[src/rtl/riffa_reg_if_batch.sv]
// riffa_reg_if_batch: RIFFA command engine executing batched register commands and returning reads as one TX transaction
// Ports: clk/rst_n (sync, active-low); CHNL_RX_* command channel in; CHNL_TX_* response channel out;
// reg_q flat register bank; status_in read-only status words; err_cnt saturating bad-command count.
// Optional: define RIFFA_REG_RESET_EN to clear the register bank on reset.
module riffa_reg_if_batch_fifo #(
  parameter int W = 64,
  parameter int D = 16
) (
  input  logic                   clk,
  input  logic                   rst_n,
  input  logic                   push,
  input  logic [W-1:0]           din,
  input  logic                   pop,
  output logic [W-1:0]           dout,
  output logic                   empty,
  output logic                   full,
  output logic [$clog2(D):0]     count
);
  localparam int AW = $clog2(D);
  logic [W-1:0] mem [D];
  logic [AW-1:0] wr_ptr_q, wr_ptr_d, rd_ptr_q, rd_ptr_d;
  logic [AW:0] count_q, count_d;
  always_comb begin
    wr_ptr_d = wr_ptr_q + AW'(push);
    rd_ptr_d = rd_ptr_q + AW'(pop);
    count_d = count_q + (AW+1)'(push) - (AW+1)'(pop);
  end
  always_ff @(posedge clk) begin
    if (!rst_n) begin
      wr_ptr_q <= '0;
      rd_ptr_q <= '0;
      count_q <= '0;
    end else begin
      wr_ptr_q <= wr_ptr_d;
      rd_ptr_q <= rd_ptr_d;
      count_q <= count_d;
    end
  end
  always_ff @(posedge clk) if (push) mem[wr_ptr_q] <= din;
  assign dout = mem[rd_ptr_q];
  assign empty = count_q == '0;
  assign full = count_q == (AW+1)'(D);
  assign count = count_q;
endmodule

module riffa_reg_if_batch #(
  parameter int C_PCI_DATA_WIDTH = 64,
  parameter int REG_COUNT = 16,
  parameter int REG_DATA_WIDTH = 16,
  parameter int STAT_COUNT = 4,
  parameter int CMD_FIFO_DEPTH = 16,
  parameter int RSP_FIFO_DEPTH = 16
) (
  input  logic                                clk,
  input  logic                                rst_n,
  output logic                                CHNL_RX_CLK,
  input  logic                                CHNL_RX,
  output logic                                CHNL_RX_ACK,
  input  logic                                CHNL_RX_LAST,
  input  logic [31:0]                         CHNL_RX_LEN,
  input  logic [30:0]                         CHNL_RX_OFF,
  input  logic [C_PCI_DATA_WIDTH-1:0]         CHNL_RX_DATA,
  input  logic                                CHNL_RX_DATA_VALID,
  output logic                                CHNL_RX_DATA_REN,
  output logic                                CHNL_TX_CLK,
  output logic                                CHNL_TX,
  input  logic                                CHNL_TX_ACK,
  output logic                                CHNL_TX_LAST,
  output logic [31:0]                         CHNL_TX_LEN,
  output logic [30:0]                         CHNL_TX_OFF,
  output logic [C_PCI_DATA_WIDTH-1:0]         CHNL_TX_DATA,
  output logic                                CHNL_TX_DATA_VALID,
  input  logic                                CHNL_TX_DATA_REN,
  output logic [REG_COUNT*REG_DATA_WIDTH-1:0] reg_q,
  input  logic [STAT_COUNT*32-1:0]            status_in,
  output logic [15:0]                         err_cnt
);
  localparam int W = C_PCI_DATA_WIDTH;
  localparam int WPB = W / 32;
  localparam int RCW = $clog2(RSP_FIFO_DEPTH) + 1;
  typedef enum logic [1:0] {RX_IDLE, RX_ACK, RX_RECV, RX_DONE} rx_state_e;
  typedef enum logic [1:0] {TX_IDLE, TX_REQ, TX_SEND} tx_state_e;
  rx_state_e rx_state_q, rx_state_d;
  tx_state_e tx_state_q, tx_state_d;
  logic [31:0] rx_len_q, rx_len_d, rx_cnt_q, rx_cnt_d, tx_len_q, tx_len_d;
  logic rx_last_q, rx_last_d, flush_pending_q, flush_pending_d;
  logic [RCW-1:0] tx_beats_q, tx_beats_d, tx_cnt_q, tx_cnt_d;
  logic [15:0] err_cnt_q, err_cnt_d;
  logic [REG_DATA_WIDTH-1:0] bank_q [REG_COUNT];
  logic [REG_DATA_WIDTH-1:0] bank_d [REG_COUNT];
  logic [W-1:0] cmd_head, rsp_head, rsp_din;
  logic cmd_empty, cmd_full, rsp_empty, rsp_full;
  logic [$clog2(CMD_FIFO_DEPTH):0] cmd_count;
  logic [RCW-1:0] rsp_count;
  logic rx_accept, exec_pop, rsp_push, tx_pop, flush_set, flush_clr, bad;
  logic [15:0] op, ea;
  logic [31:0] ed, rd_val;
  logic is_wr, is_rd, in_reg, in_any;
  logic unused_ok;
  assign CHNL_RX_CLK = clk;
  assign CHNL_TX_CLK = clk;
  assign CHNL_RX_ACK = rx_state_q == RX_ACK;
  assign CHNL_RX_DATA_REN = rx_state_q == RX_RECV && !cmd_full;
  assign rx_accept = CHNL_RX_DATA_REN && CHNL_RX_DATA_VALID;
  assign CHNL_TX = tx_state_q != TX_IDLE;
  assign CHNL_TX_LAST = 1'b1;
  assign CHNL_TX_OFF = '0;
  assign CHNL_TX_LEN = tx_len_q;
  assign CHNL_TX_DATA_VALID = tx_state_q == TX_SEND && !rsp_empty;
  assign CHNL_TX_DATA = CHNL_TX_DATA_VALID ? rsp_head : '0;
  assign tx_pop = CHNL_TX_DATA_VALID && CHNL_TX_DATA_REN;
  assign err_cnt = err_cnt_q;
  assign unused_ok = ^{CHNL_RX_OFF, cmd_head, cmd_count};
  riffa_reg_if_batch_fifo #(.W(W), .D(CMD_FIFO_DEPTH)) u_cmd (
    .clk(clk), .rst_n(rst_n), .push(rx_accept), .din(CHNL_RX_DATA), .pop(exec_pop),
    .dout(cmd_head), .empty(cmd_empty), .full(cmd_full), .count(cmd_count)
  );
  riffa_reg_if_batch_fifo #(.W(W), .D(RSP_FIFO_DEPTH)) u_rsp (
    .clk(clk), .rst_n(rst_n), .push(rsp_push), .din(rsp_din), .pop(tx_pop),
    .dout(rsp_head), .empty(rsp_empty), .full(rsp_full), .count(rsp_count)
  );
  always_comb begin
    rx_state_d = rx_state_q;
    rx_len_d = rx_len_q;
    rx_last_d = rx_last_q;
    rx_cnt_d = rx_cnt_q;
    case (rx_state_q)
      RX_IDLE: begin
        rx_cnt_d = '0;
        rx_state_d = CHNL_RX ? RX_ACK : RX_IDLE;
      end
      RX_ACK: begin
        rx_len_d = CHNL_RX_LEN;
        rx_last_d = CHNL_RX_LAST;
        rx_state_d = CHNL_RX_LEN == '0 ? RX_DONE : RX_RECV;
      end
      RX_RECV: begin
        rx_cnt_d = rx_accept ? rx_cnt_q + 32'(WPB) : rx_cnt_q;
        rx_state_d = (!CHNL_RX || rx_cnt_d >= rx_len_q) ? RX_DONE : RX_RECV;
      end
      default: rx_state_d = CHNL_RX ? RX_DONE : RX_IDLE;
    endcase
  end
  // flush is requested once, on entry to DONE, so a lingering CHNL_RX cannot re-arm it
  assign flush_set = rx_state_q != RX_DONE && rx_state_d == RX_DONE && rx_last_d;
  assign op = cmd_head[63:48];
  assign ea = cmd_head[47:32];
  assign ed = cmd_head[31:0];
  assign is_wr = op == 16'hFFFF;
  assign is_rd = op == 16'h0000;
  assign in_reg = {16'd0, ea} < 32'(REG_COUNT);
  assign in_any = {16'd0, ea} < 32'(REG_COUNT + STAT_COUNT);
  assign exec_pop = !cmd_empty && tx_state_q == TX_IDLE && (!is_rd || !rsp_full);
  assign rsp_push = exec_pop && is_rd;
  assign rsp_din = W'({16'h0000, ea, rd_val});
  assign bad = exec_pop && (is_wr ? !in_reg : is_rd ? !in_any : 1'b1);
  assign err_cnt_d = (bad && err_cnt_q != 16'hFFFF) ? err_cnt_q + 16'd1 : err_cnt_q;
  always_comb begin
    rd_val = 32'hDEADBEEF;
    for (int i = 0; i < REG_COUNT; i++) if (ea == 16'(i)) rd_val = 32'(bank_q[i]);
    for (int i = 0; i < STAT_COUNT; i++) if (ea == 16'(REG_COUNT + i)) rd_val = status_in[i*32 +: 32];
  end
  always_comb begin
    for (int i = 0; i < REG_COUNT; i++)
      bank_d[i] = (exec_pop && is_wr && ea == 16'(i)) ? ed[REG_DATA_WIDTH-1:0] : bank_q[i];
  end
  always_comb begin
    tx_state_d = tx_state_q;
    tx_len_d = tx_len_q;
    tx_beats_d = tx_beats_q;
    tx_cnt_d = tx_cnt_q;
    flush_clr = 1'b0;
    case (tx_state_q)
      TX_IDLE: begin
        if (flush_pending_q && cmd_empty) begin
          flush_clr = rsp_count == '0;
          tx_state_d = rsp_count == '0 ? TX_IDLE : TX_REQ;
          tx_len_d = rsp_count == '0 ? tx_len_q : 32'(rsp_count) * 32'(WPB);
          tx_beats_d = rsp_count;
        end
      end
      TX_REQ: begin
        tx_cnt_d = '0;
        tx_state_d = CHNL_TX_ACK ? TX_SEND : TX_REQ;
      end
      default: begin
        tx_cnt_d = tx_pop ? tx_cnt_q + RCW'(1) : tx_cnt_q;
        flush_clr = tx_pop && tx_cnt_d == tx_beats_q;
        tx_state_d = flush_clr ? TX_IDLE : TX_SEND;
      end
    endcase
  end
  assign flush_pending_d = flush_set || (flush_pending_q && !flush_clr);
  always_ff @(posedge clk) begin
    if (!rst_n) begin
      rx_state_q <= RX_IDLE;
      tx_state_q <= TX_IDLE;
      rx_len_q <= '0;
      rx_cnt_q <= '0;
      rx_last_q <= 1'b0;
      tx_len_q <= '0;
      tx_beats_q <= '0;
      tx_cnt_q <= '0;
      flush_pending_q <= 1'b0;
      err_cnt_q <= '0;
    end else begin
      rx_state_q <= rx_state_d;
      tx_state_q <= tx_state_d;
      rx_len_q <= rx_len_d;
      rx_cnt_q <= rx_cnt_d;
      rx_last_q <= rx_last_d;
      tx_len_q <= tx_len_d;
      tx_beats_q <= tx_beats_d;
      tx_cnt_q <= tx_cnt_d;
      flush_pending_q <= flush_pending_d;
      err_cnt_q <= err_cnt_d;
    end
  end
`ifdef RIFFA_REG_RESET_EN
  always_ff @(posedge clk) begin
    if (!rst_n) bank_q <= '{default: '0};
    else bank_q <= bank_d;
  end
`else
  always_ff @(posedge clk) bank_q <= bank_d;
`endif
  for (genvar g = 0; g < REG_COUNT; g++) begin : g_reg
    assign reg_q[g*REG_DATA_WIDTH +: REG_DATA_WIDTH] = bank_q[g];
  end
endmodule

[config.mk]
export PLATFORM = sky130hd
export DESIGN_NAME = riffa_reg_if_batch
export DESIGN_NICKNAME = d
export VERILOG_FILES = /design/src/rtl/riffa_reg_if_batch.sv
export SDC_FILE = /design/constraint.sdc
export NUM_CORES = 2
export LEC_CHECK = 0
export ABC_AREA = 1
export CAP_MARGIN = 20
export CELL_PAD_IN_SITES_DETAIL_PLACEMENT = 1
export CELL_PAD_IN_SITES_GLOBAL_PLACEMENT = 1
export CORE_UTILIZATION = 47
export CTS_CLUSTER_DIAMETER = 100
export DETAILED_ROUTE_END_ITERATION = 6
export HOLD_SLACK_MARGIN = 0.12
export MAX_ROUTING_LAYER = met4
export PLACE_DENSITY = 0.77
export SLEW_MARGIN = 20
export SYNTH_ARGS = -nofsm -noshare
export SYNTH_HDL_FRONTEND = slang
export SYNTH_SLANG_ARGS = --single-unit
[constraint.sdc]
create_clock -name clk -period 6.4 [get_ports clk]
set_input_delay 1.92 -clock clk [delete_from_list [all_inputs] [get_ports clk]]
set_output_delay 1.92 -clock clk [all_outputs]
set_load 0.05 [all_outputs]
==> results.md <==
* Netlist Area Pre-Place at between 0.07 and 0.08 mm2
* Crit-path most repeated cell: buf_4
* Synth-to-Final Area Change at 18.8%
* Post-Route Setup TNS at 0 ns
* Buf+Inv Stages, Crit Path at 3
* Worst vdd ir at between 0.3 and 0.4 mV
* RSZ-0062 raised after global routing: no
* DP HPWL at 153,000 um
* Core Footprint at 0.168 mm2
* Fillers at between 15,000 and 20,000
* Clock skew at roughly 0.06 ns
* Mean routed wirelength per cell at around 27 um
* Routed Antenna Nets at 0
* Port Buffers at 545
* Crit. End Element: output pin
* CTS clock-pin slew for the worst setup and hold paths at 0.06 ns
* Power density cells at 334 mW/mm2
* Max Cap Violations at 0
* Worst endpoint data arrival time at around 4.3 ns
* Highest-delay cell along the critical path: clkdlybuf4s50_1
* CTS tree: yes
* 1st-iter DRT viols at 5,284
* Max incr delay on CP at roughly 1.1 ns
* Crit path kind: reg2out
* Synth Warn # at 0
* Minimum clock period at slightly above 6 ns
* First-pass GRT wire length at ~370,000 um
* Family with the most delay on the worst path: buffers and inverters
* Fin crit share at 96.7%
* Fin. Hold Viols at 0
* CP Launch Type: flip-flop
* Initial core utilization at a little under half
* Pin count of the biggest net entering global routing at 172
* Core Rows at 150
* Vias per Instance at 5.83
* Die Area at ~0.17 mm2
* LEAKAGE at ~32 nW
* Final WL at approximately 250,000 um
* Largest area contributor in the netlist: edfxtp_1
* Initial antenna violation count at 17
* Vias at approximately 55,000
* Total track usage at between 30 and 40%
* Clock Latency Late Sink at approximately 0.96 ns
* Distinct cells, synth at ~60
* Finished Cell Area at approximately 0.094 mm2
* Slew HR at about a fifth
* Crit Path Max Fanout at 34
* Placement Cell Area at approximately 0.09 mm2
* Post-synth top area share at around two thirds
* Critical Path RT at between 4 and 5 ns
* First-pass detailed-route iteration total at 5
* Max Clock Freq at 0.162 GHz
* Post-synth top flop: edfxtp_1
* Grt ovf at 0
* Hold Crit Class: reg2reg
* Post-route DRC violation count at 0
* Fin nets at 7,352
* Die Ht at 413 um
* Avg Inst Size Synth at 12.3 um2
* Worst-margin pin slew at ~1.2 ns
* Cells after synthesis at between 6,000 and 7,000
* Final setup vio count at 0
* Seq cells post-synth at 1,918
* EDFF count, synth at 1,792
* Vias in the first global route at 57,000
* Top area cells in the synthesized netlist: edfxtp_1 68%, o21ai_0 4.6%, nand2_1 4.0%
* Number of I/O pins at 668
* Asr flop ratio synth at 0%
* Share of cells above drive strength 1 at between 9 and 10%
* Seq/Total Area, Yosys at 70.8%
* Worst path cell trace: buf_4 > buf_4 > mux2i_1 > o21ai_0 > nand2_1 > a31oi_1 > clkdlybuf4s50_1
* Final GP Congestion at ~0.89
* Status: complete, no violations
* Die Wd at 413 um
* Fin. max-slew vios at 0
==> stage by stage <==
step	total power, W	cells	hold WS (ns)	utilization [%]	setup slack, ns
floorplan	0.0184	6517	0.434	-	1.11
global route	0.0326	9405	0.483	56.4	0.0265
global placement	0.0202	9026	0.453	52.6	0.0484
detailed placement	0.0205	9026	0.461	52.6	0.0241
CTS	0.0317	9394	0.472	56.3	0.157
finish	0.0316	9406	0.464	56.4	0.209
==> tightest hold or removal path, stage by stage (launching register included) <==
cell and delay (ns):
dfxtp_1 0.29, inv_1 0.06, a21oi_1 0.06
==> layout make-up <==
| type | instances | area, um2 | area share [%] |
|---|---|---|---|
| multi-input combinational | 3687 | 19800 | 21.0 |
| inverter | 479 | 1830 | 1.93 |
| sequential | 1918 | 56400 | 59.6 |
| timing repair buffer | 737 | 7420 | 7.85 |
| clock inverter | 104 | 831 | 0.879 |
| clock buffer | 265 | 5440 | 5.76 |
| tap | 2204 | 2760 | 2.92 |
| antenna | 12 | 30.0 | 0.0318 |
==> registers in the layout, summed over array words and instances, names as in the netlist, 2 cells and up <==
name and cells:
tx_cnt_q 5, u_cmd.wr_ptr_q 4, tx_state_q 2, rx_len_q 32
reg_q 256, err_cnt 16, u_rsp.mem 768, u_cmd.count 5
u_cmd.mem 768, rx_cnt_q 31, u_rsp.wr_ptr_q 4, u_rsp.count 5
rx_state_q 2, u_rsp.rd_ptr_q 4, u_cmd.rd_ptr_q 4, tx_beats_q 5
CHNL_TX_LEN 5
==> per-layer routing <==
metal	wire [um]	up-vias	global-route usage (%)
li1	-	24200	-
met2	126000	2132	49.4
met4	9510	0	11.3
met1	102000	28000	37.7
met3	16700	517	4.57
met5	0	-	-
==> power breakdown <==
group          switching [W]  internal [W]  leakage (nW)  total (W)
logic                0.00428       0.00131          12.0    0.00559
registers          0.0000808        0.0146          16.4     0.0147
clock network        0.00502       0.00624          3.07     0.0113
total                0.00938        0.0222          31.5     0.0316
==> cells in the final DEF, fill, tap and decap left out, drive strengths merged, types with 2 or more instances in the layout <==
cell and n:
a211oi 4, a21oi 335, a31oi 50, a32oi 3, buf 197, bufinv 6
clkbuf 263, clkdlybuf4s50 542, clkinv 93, clkinvlp 2, conb 75, dfxtp 126
diode 12, edfxtp 1792, fa 2, ha 59, inv 482, mux2i 193
nand2 863, nand3 200, nand3b 2, nand4 29, nor2 636, nor3 38
nor3b 4, nor4 32, o2111ai 11, o211ai 122, o21ai 772, o221ai 114
o22ai 34, o31ai 10, or2 53, xnor2 15, xor2 27
==> cell families after synthesis <==
group | count (synthesis) | synth area share [%]
flip-flops | 1918 | 70.8
other | 2 | 0.00944
adder cells (fa/ha/maj) | 61 | 0.978
AND/OR/NAND/NOR | 1858 | 9.93
multiplexers | 193 | 2.43
AO/OA/AOI/OAI | 1458 | 10.4
buffers and inverters | 912 | 5.02
XOR/XNOR | 42 | 0.481
==> cells in the mapped netlist, types with 11 or more instances <==
library cell and count:
o2111ai_1 11, inv_2 17, nand2_2 11, nand4_1 28, nand3_1 188, xor2_1 27, nor2_1 608, buf_1 36
nor2_2 20, mux2i_1 193, a21oi_1 334, clkbuf_1 234, or2_2 46, xnor2_1 13, inv_1 454, nand3_2 11
a31oi_1 50, nor4_1 30, o21ai_1 34, o211ai_1 122, o22ai_1 34, buf_6 19, edfxtp_1 1792, dfxtp_1 126
o21ai_0 738, nand2_1 848, buf_4 91, nor3_1 32, buf_2 52, o221ai_1 114, ha_1 59
==> repair_timing <==
item                       CTS  global route
resized for setup            0             7
setup buffers                1             0
hold buffers                 0             0
setup endpoints to repair    1            96
pin swaps                    0             0
==> worst paths after layout <==
check | from | endpoint | slack [ns] | depth (start not counted)
min | rx_len_q[2]$_SDFFE_PN0P_ | rx_len_q[2]$_SDFFE_PN0P_ | 0.46 | 2
max | u_rsp.rd_ptr_q[0]$_SDFF_PN0_ | CHNL_TX_DATA[34] | 0.21 | 7
max reg2reg | u_cmd.rd_ptr_q[0]$_SDFF_PN0_ | u_rsp.mem[1][7]$_DFFE_PP_ | 0.24 | 26
min reg2reg | rx_len_q[2]$_SDFFE_PN0P_ | rx_len_q[2]$_SDFFE_PN0P_ | 0.46 | 2
Power figures use the tool's default switching activity.
